===== config.mk =====
export PLATFORM = sky130hd
export DESIGN_NAME = ucsbece154b_dmem_resp
export DESIGN_NICKNAME = d
export VERILOG_FILES = /design/src/rtl/ucsbece154b_dmem_resp_pkg.sv /design/src/rtl/ucsbece154b_dmem_resp_array.sv /design/src/rtl/ucsbece154b_dmem_resp.sv
export SDC_FILE = /design/constraint.sdc
export NUM_CORES = 2
export LEC_CHECK = 0
export ABC_AREA = 1
export BUFFER_PORTS_ARGS = -buffer_cell sky130_fd_sc_hd__clkbuf_2
export CAP_MARGIN = 20
export CORE_MARGIN = 8
export CORE_UTILIZATION = 35
export DETAILED_ROUTE_END_ITERATION = 10
export PLACE_DENSITY = 0.62
export SLEW_MARGIN = 40
export SYNTH_ARGS = -nofsm -noshare
export SYNTH_HDL_FRONTEND = slang
export SYNTH_SLANG_ARGS = --single-unit
export TNS_END_PERCENT = 30

===== constraint.sdc =====
create_clock -name clk -period 3.3 [get_ports clk]
set_input_delay 0.66 -clock clk [delete_from_list [all_inputs] [get_ports clk]]
set_output_delay 0.66 -clock clk [all_outputs]
set_load 0.01 [all_outputs]

===== src/rtl/ucsbece154b_dmem_resp_pkg.sv =====
// Shared definitions for the M-stage data-memory responder: FSM encoding,
// funct3 access-size codes and the sub-word load extension helper.
package ucsbece154b_dmem_resp_pkg;

  typedef enum logic [1:0] {
    DMEM_IDLE = 2'd0,
    DMEM_WAIT = 2'd1,
    DMEM_DONE = 2'd2
  } dmem_state_e;

  localparam logic [2:0] F3_B  = 3'b000;
  localparam logic [2:0] F3_H  = 3'b001;
  localparam logic [2:0] F3_W  = 3'b010;
  localparam logic [2:0] F3_BU = 3'b100;
  localparam logic [2:0] F3_HU = 3'b101;

  // Pick the addressed byte/half out of a word and sign- or zero-extend it.
  function automatic logic [31:0] load_extend(input logic [31:0] w,
                                              input logic [2:0]  f3,
                                              input logic [1:0]  boff);
    logic [7:0]  b;
    logic [15:0] h;
    case (boff)
      2'd0:    b = w[7:0];
      2'd1:    b = w[15:8];
      2'd2:    b = w[23:16];
      default: b = w[31:24];
    endcase
    h = boff[1] ? w[31:16] : w[15:0];
    case (f3)
      F3_B:    load_extend = {{24{b[7]}}, b};
      F3_BU:   load_extend = {24'd0, b};
      F3_H:    load_extend = {{16{h[15]}}, h};
      F3_HU:   load_extend = {16'd0, h};
      default: load_extend = w;
    endcase
  endfunction

endpackage


===== src/rtl/ucsbece154b_dmem_resp_array.sv =====
// Word-organised data storage: byte-enable synchronous write, combinational read.
// Contents are deliberately left unreset.
module ucsbece154b_dmem_array
  #(parameter int DEPTH_WORDS = 64)
  (
    input  logic                           clk,
    input  logic [3:0]                     we_i,
    input  logic [$clog2(DEPTH_WORDS)-1:0] waddr_i,
    input  logic [31:0]                    wdata_i,
    input  logic [$clog2(DEPTH_WORDS)-1:0] raddr_i,
    output logic [31:0]                    rdata_o
  );

  logic [31:0] mem_q [DEPTH_WORDS];

  always_ff @(posedge clk) begin
    for (int b = 0; b < 4; b++) begin
      if (we_i[b]) mem_q[waddr_i][8*b +: 8] <= wdata_i[8*b +: 8];
    end
  end

  assign rdata_o = mem_q[raddr_i];

endmodule


===== src/rtl/ucsbece154b_dmem_resp.sv =====
// M-stage data-memory responder: fixed-latency loads with a stall request,
// single-cycle stores, access-fault flag. Sub-word access with DMEM_BYTE_WRITE_EN.
module ucsbece154b_dmem_resp
  import ucsbece154b_dmem_resp_pkg::*;
  #(parameter int          DEPTH_WORDS  = 64,
    parameter int          READ_LATENCY = 2,
    parameter logic [31:0] ADDR_BASE    = 32'h0000_0000)
  (
    input  logic        clk,
    input  logic        reset,
    input  logic        MemReadM_i,
    input  logic        MemWriteM_i,
    input  logic [31:0] AddrM_i,
    input  logic [31:0] WriteDataM_i,
    input  logic [2:0]  funct3M_i,
    output logic [31:0] ReadDataM_o,
    output logic        BusyM_o,
    output logic        ErrM_o
  );

  localparam int IDX_W = $clog2(DEPTH_WORDS);

  dmem_state_e      state_q, state_d;
  logic [2:0]       cnt_q, cnt_d;
  logic [IDX_W-1:0] idx_q, idx_d;
  logic [31:0]      rdata_q, rdata_d;

  logic [29:0]      idx_full;
  logic [IDX_W-1:0] idx, raddr;
  logic             idle, req, bad, range_err, align_err, size_err;
  logic             load_ok, store_ok;
  logic [3:0]       be;
  logic [31:0]      wdata, arr_rdata, load_data;

  // Addresses below ADDR_BASE wrap to a huge index and are caught as range errors.
  assign idx_full  = 30'((AddrM_i - ADDR_BASE) >> 2);
  assign idx       = idx_full[IDX_W-1:0];
  assign range_err = idx_full >= 30'(DEPTH_WORDS);
  assign idle      = (state_q == DMEM_IDLE);
  assign req       = MemReadM_i | MemWriteM_i;

`ifdef DMEM_BYTE_WRITE_EN
  logic [2:0] f3_q;
  logic [1:0] boff_q;

  always_comb begin
    align_err = 1'b0;
    size_err  = 1'b0;
    be        = 4'b0000;
    wdata     = WriteDataM_i;
    if (MemWriteM_i && !MemReadM_i) begin
      case (funct3M_i)
        F3_B: begin
          be    = 4'b0001 << AddrM_i[1:0];
          wdata = {4{WriteDataM_i[7:0]}};
        end
        F3_H: begin
          align_err = AddrM_i[0];
          be        = AddrM_i[1] ? 4'b1100 : 4'b0011;
          wdata     = {2{WriteDataM_i[15:0]}};
        end
        F3_W: begin
          align_err = |AddrM_i[1:0];
          be        = 4'b1111;
        end
        default: size_err = 1'b1;
      endcase
    end else begin
      case (funct3M_i)
        F3_B, F3_BU: align_err = 1'b0;
        F3_H, F3_HU: align_err = AddrM_i[0];
        F3_W:        align_err = |AddrM_i[1:0];
        default:     size_err  = 1'b1;
      endcase
    end
  end

  // A single-cycle load extends from the live request; longer ones use what was latched.
  assign load_data = idle ? load_extend(arr_rdata, funct3M_i, AddrM_i[1:0])
                          : load_extend(arr_rdata, f3_q, boff_q);

  always_ff @(posedge clk) begin
    if (load_ok) begin
      f3_q   <= funct3M_i;
      boff_q <= AddrM_i[1:0];
    end
  end
`else
  logic unused_f3;
  assign unused_f3 = ^funct3M_i;
  assign align_err = |AddrM_i[1:0];
  assign size_err  = 1'b0;
  assign be        = 4'b1111;
  assign wdata     = WriteDataM_i;
  assign load_data = arr_rdata;
`endif

  assign bad      = range_err | align_err | size_err | (MemReadM_i & MemWriteM_i);
  assign ErrM_o   = ~reset & idle & req & bad;
  assign load_ok  = ~reset & idle & MemReadM_i & ~bad;
  assign store_ok = ~reset & idle & MemWriteM_i & ~bad;
  assign BusyM_o  = load_ok | (~reset & (state_q == DMEM_WAIT));
  assign raddr    = idle ? idx : idx_q;

  ucsbece154b_dmem_array #(.DEPTH_WORDS(DEPTH_WORDS)) u_array (
    .clk     (clk),
    .we_i    (store_ok ? be : 4'b0000),
    .waddr_i (idx),
    .wdata_i (wdata),
    .raddr_i (raddr),
    .rdata_o (arr_rdata)
  );

  always_comb begin
    state_d = state_q;
    cnt_d   = cnt_q;
    idx_d   = idx_q;
    rdata_d = rdata_q;
    case (state_q)
      DMEM_IDLE: begin
        if (load_ok) begin
          idx_d = idx;
          cnt_d = 3'(READ_LATENCY - 1);
          if (READ_LATENCY == 1) begin
            rdata_d = load_data;
            state_d = DMEM_DONE;
          end else begin
            state_d = DMEM_WAIT;
          end
        end
      end
      DMEM_WAIT: begin
        cnt_d = cnt_q - 3'd1;
        if (cnt_q == 3'd1) begin
          rdata_d = load_data;
          state_d = DMEM_DONE;
        end
      end
      DMEM_DONE: state_d = DMEM_IDLE;
      default:   state_d = DMEM_IDLE;
    endcase
  end

  always_ff @(posedge clk or posedge reset) begin
    if (reset) begin
      state_q <= DMEM_IDLE;
      cnt_q   <= 3'd0;
      rdata_q <= 32'd0;
    end else begin
      state_q <= state_d;
      cnt_q   <= cnt_d;
      rdata_q <= rdata_d;
    end
  end

  always_ff @(posedge clk) begin
    idx_q <= idx_d;
  end

  assign ReadDataM_o = rdata_q;

endmodule


==> run_summary.xml <==
<?xml version="1.0" encoding="UTF-8"?>
<metrics>
  <group name="detailed_routing">
    <metric name="dr.first_iter.drc_count" unit="">6467</metric>
    <metric name="wl_met3" unit="µm">18700</metric>
    <metric name="met2RoutedLength" unit="µm">113000</metric>
    <metric name="viasPerCell" unit="">5.32</metric>
    <metric name="detail_route.wl_per_cell" unit="µm">22.3</metric>
    <metric name="routed_wirelength" unit="µm">233000</metric>
    <metric name="drt_drc_violations_left" unit="">0</metric>
    <metric name="final_antenna_net_count" unit="">0</metric>
    <metric name="drt-pass1-iter-count" unit="">6</metric>
    <metric name="maxUsedRoutingLayer" unit="">met5</metric>
    <metric name="num_vias" unit="">55441</metric>
    <metric name="route.layer.met1.wl" unit="µm">94500</metric>
  </group>
  <group name="status">
    <metric name="run_status" unit="">finished, final reports clean</metric>
  </group>
  <group name="final_layout">
    <metric name="final_net_count" unit="">7145</metric>
    <metric name="multi_input_comb_area" unit="µm²">19500</metric>
    <metric name="finalInstanceArea" unit="µm²">98100</metric>
    <metric name="fraction_of_layout_cells_with_a_size_suffix_above_1" unit="">0.117</metric>
    <metric name="final-seq-area" unit="µm²">62600</metric>
    <metric name="num-fill-cells" unit="">21961</metric>
    <metric name="syn_to_final_growth" unit="%">16.7</metric>
  </group>
  <group name="critical_path">
    <metric name="crit_path_cell_trace" unit="">nor2_4 -&gt; nand2_2 -&gt; nand2_8 -&gt; buf_12 -&gt; buf_12 -&gt; nand2_1 -&gt; nand3_1 -&gt; nand3_1 -&gt; nand3_1 -&gt; nand3_1 -&gt; nand3_1 -&gt; nand3_1 -&gt; nand2_1</metric>
    <metric name="crit-reg2reg-launch" unit="">state_q[0]$_DFFE_PP0P_</metric>
    <metric name="worst_setup_path_end_kind" unit="">flop</metric>
    <metric name="path_delay_family" unit="">simple AND/OR/NAND/NOR gates</metric>
    <metric name="cpMostUsedCell" unit="">sky130_fd_sc_hd__nand3_1</metric>
    <metric name="critical_path.startpoint_type" unit="">flop</metric>
    <metric name="cp_data_arrival_time" unit="ps">3970</metric>
    <metric name="cp_num_buf_inv" unit="">2</metric>
    <metric name="cp_max_fo" unit="">48</metric>
    <metric name="cpPeakStageDelay" unit="ps">410</metric>
    <metric name="cp-startpoint" unit="">state_q[0]$_DFFE_PP0P_</metric>
    <metric name="path_class" unit="">flop to flop</metric>
    <metric name="slowest_stage" unit="">sky130_fd_sc_hd__dfrtp_1</metric>
    <metric name="critical_path_required" unit="ps">4050</metric>
  </group>
  <group name="cts">
    <metric name="cts_setup_buffers" unit="">0</metric>
    <metric name="cts_buffers" unit="">198</metric>
    <metric name="numClockSinks" unit="">2091</metric>
    <metric name="worst_skew_pair.late_latency" unit="ps">850</metric>
    <metric name="clock_path_buffers" unit="">3</metric>
    <metric name="clk_pin_slew_worst_paths" unit="ps">60</metric>
    <metric name="cts_hold_fix_bufs" unit="">2</metric>
    <metric name="cts_root_buf" unit="">sky130_fd_sc_hd__clkbuf_16</metric>
    <metric name="cts-htree-levels" unit="">4</metric>
    <metric name="tritoncts" unit="">done</metric>
    <metric name="post_cts_resized" unit="">0</metric>
  </group>
  <group name="flow_run">
    <metric name="drv.max_cap_violation_count" unit="">0</metric>
  </group>
  <group name="timing">
    <metric name="min_period" unit="ps">3210</metric>
    <metric name="worst-slew-pin-transition" unit="ps">884</metric>
    <metric name="max_slew_vio_count" unit="">0</metric>
    <metric name="rsz0062_at_grt" unit="">false</metric>
    <metric name="timing.final.setup_violations" unit="">0</metric>
    <metric name="finalCritPeriodShare" unit="">0.973</metric>
    <metric name="slew-limit-headroom" unit="">0.411</metric>
    <metric name="final_critical_path_setup_slack" unit="ps">89.1</metric>
    <metric name="finClkSkew" unit="ps">25.4</metric>
    <metric name="clock.fmax" unit="MHz">311</metric>
    <metric name="worst_hold_slack" unit="ps">62.9</metric>
    <metric name="hold_violations" unit="">0</metric>
  </group>
  <group name="floorplan">
    <metric name="die_h" unit="µm">506</metric>
    <metric name="fp.dieW" unit="µm">506</metric>
    <metric name="row_count" unit="">180</metric>
    <metric name="floorplan.initialDensity" unit="">0.351</metric>
    <metric name="io_pins" unit="">105</metric>
    <metric name="placeableCoreArea" unit="µm²">240000</metric>
    <metric name="die_area" unit="µm²">256000</metric>
  </group>
  <group name="logic_synthesis">
    <metric name="dominant_combinational_cell_family_by_area_after_synthesis" unit="">simple AND/OR/NAND/NOR gates</metric>
    <metric name="ys_ff_latch" unit="">2091</metric>
    <metric name="synth_area_per_cell" unit="µm²">12.3</metric>
    <metric name="synthCells" unit="">6858</metric>
    <metric name="synth_seq_area_share" unit="">0.745</metric>
    <metric name="post_synth_xor_xnor_area" unit="">0</metric>
    <metric name="post_synth_instance_area" unit="µm²">84000</metric>
    <metric name="yosys-mux-area-fraction" unit="">0</metric>
    <metric name="synth_simple_gate_area_frac" unit="">0.224</metric>
    <metric name="synth-adder-area-share" unit="">0.000298</metric>
    <metric name="synth_compound_area_frac" unit="">0.000953</metric>
    <metric name="ys.warnings.count" unit="">0</metric>
    <metric name="post_synth_num_cell_types" unit="">26</metric>
    <metric name="postSynthNetCount" unit="">6931</metric>
  </group>
  <group name="placement">
    <metric name="setup_slack_after_placement" unit="ps">111</metric>
    <metric name="io_buffers" unit="">101</metric>
    <metric name="gpl.final_weighted_congestion" unit="">0.849</metric>
    <metric name="placed_area" unit="µm²">91600</metric>
    <metric name="place_hpwl" unit="µm">139000</metric>
  </group>
  <group name="grt">
    <metric name="grt_usage" unit="">0.176</metric>
    <metric name="number_of_antenna_violations_at_the_first_check_in_global_routing" unit="">18</metric>
    <metric name="grt_overflow" unit="">0</metric>
    <metric name="first_global_vias" unit="">53431</metric>
    <metric name="first_pass_grt_wire_length" unit="µm">345000</metric>
    <metric name="pin_count_of_the_biggest_net_entering_global_routing" unit="">87</metric>
  </group>
  <group name="pwr">
    <metric name="total_leakage_power" unit="nW">34.0</metric>
    <metric name="ratio_of_total_power_to_cell_area" unit="nW/µm²">562</metric>
    <metric name="peakVddDrop" unit="mV">0.460</metric>
  </group>
  <group name="min_path">
    <metric name="min_from" unit="">WriteDataM_i[20]</metric>
    <metric name="worstHoldPathType" unit="">input pin to flop</metric>
  </group>
</metrics>
## where the power goes
part	internal, mW	switching [mW]
sequential	29.1	0.000000123
clock	13.0	9.73
combinational	0.899	2.35
## per-stage QoR
step | setup TNS [ps] | power (mW) | utilization | instances
6_report | 0 | 55.1 | 0.409 | 10426
3_3_place_gp | -1060 | 32.9 | 0.382 | 10055
3_5_place_dp | 0 | 32.9 | 0.382 | 10055
5_1_grt | 0 | 56.7 | 0.409 | 10424
4_1_cts | 0 | 55.4 | 0.409 | 10420
2_1_floorplan | -575450 | 31.4 | - | 6858
## worst register-to-register path, delay by kind of cell, from the launching register on
family                 cells  cell delay (ps)
buffers and inverters      2              650
DFF                        1              410
and+or+nand+nor           11             2070
## registers in the layout (all words and copies together) (netlist names)
| name | flops |
|---|---|
| u_array.mem_q | 2048 |
| idx_q | 6 |
| ReadDataM_o | 32 |
| cnt_q | 3 |
| state_q | 2 |
## synth_stat cells (all sizes together)
| cell type | instances | area [µm²] |
|---|---|---|
| dfrtp | 37 | 926 |
| nand3 | 2256 | 11300 |
| inv | 26 | 97.6 |
| buf | 402 | 2130 |
| nand4 | 3 | 18.8 |
| a2111oi | 1 | 8.76 |
| or2 | 1 | 6.26 |
| o2111ai | 1 | 8.76 |
| edfxtp | 2054 | 61700 |
| clkbuf | 69 | 259 |
| nor2 | 83 | 319 |
| o22ai | 1 | 6.26 |
| a21oi | 1 | 5.00 |
| nand2 | 1911 | 7200 |
| nor3 | 2 | 10.0 |
| o21ai | 8 | 51.3 |
| ha | 2 | 25.0 |
## placed cells by master, fill, tap and decap left out, drive strengths merged, types with 2 or more instances in the layout
cell type    netlist  routed
nand3           2256    2256
edfxtp          2054    2054
nand2           1911    1911
buf              402     389
clkbuf            69     351
nor2              83      83
clkinv             0      73
dfrtp             37      37
inv               26      33
bufinv             0      20
o21ai              8       8
diode              0       6
clkinvlp           0       6
nand4              3       3
nor3               2       2
ha                 2       2
dlygate4sd3        0       2
## metal layers
metal | global-route usage | vias up
met4 | 0.0524 | 6
met5 | 0 | -
met3 | 0.0294 | 354
met2 | 0.294 | 2442
li1 | - | 25163
met1 | 0.236 | 27476
## logic make-up after synthesis
kind of cell,count (synthesis)
flip-flops,2091
buffers and inverters,497
AND/OR/NAND/NOR,4256
adder cells (fa/ha/maj),2
AO/OA/AOI/OAI,12
## cell type report
class | instances | share of cell area
Tap cell | 3185 | 0.0406
Timing Repair Buffer | 485 | 0.0553
Multi-Input combinational cell | 4270 | 0.199
Clock buffer | 257 | 0.0545
Antenna cell | 6 | 0.000153
Sequential cell | 2091 | 0.638
Inverter | 26 | 0.00112
Clock inverter | 106 | 0.0108
## worst paths after layout
| path | end | slack [ps] | cells past startpoint |
|---|---|---|---|
| max in group asynchronous | ReadDataM_o[23]$_DFFE_PP0P_ | 2290 | 4 |
| min reg2reg | ReadDataM_o[27]$_DFFE_PP0P_ | 480 | 2 |
| max reg2reg | ReadDataM_o[0]$_DFFE_PP0P_ | 90 | 13 |
| max | ReadDataM_o[0]$_DFFE_PP0P_ | 90 | 13 |
| min in group asynchronous | ReadDataM_o[7]$_DFFE_PP0P_ | 570 | 4 |
| min | u_array.mem_q[27][20]$_DFFE_PP_ | 60 | 1 |
Note: power is estimated with default switching activity, not from simulation.
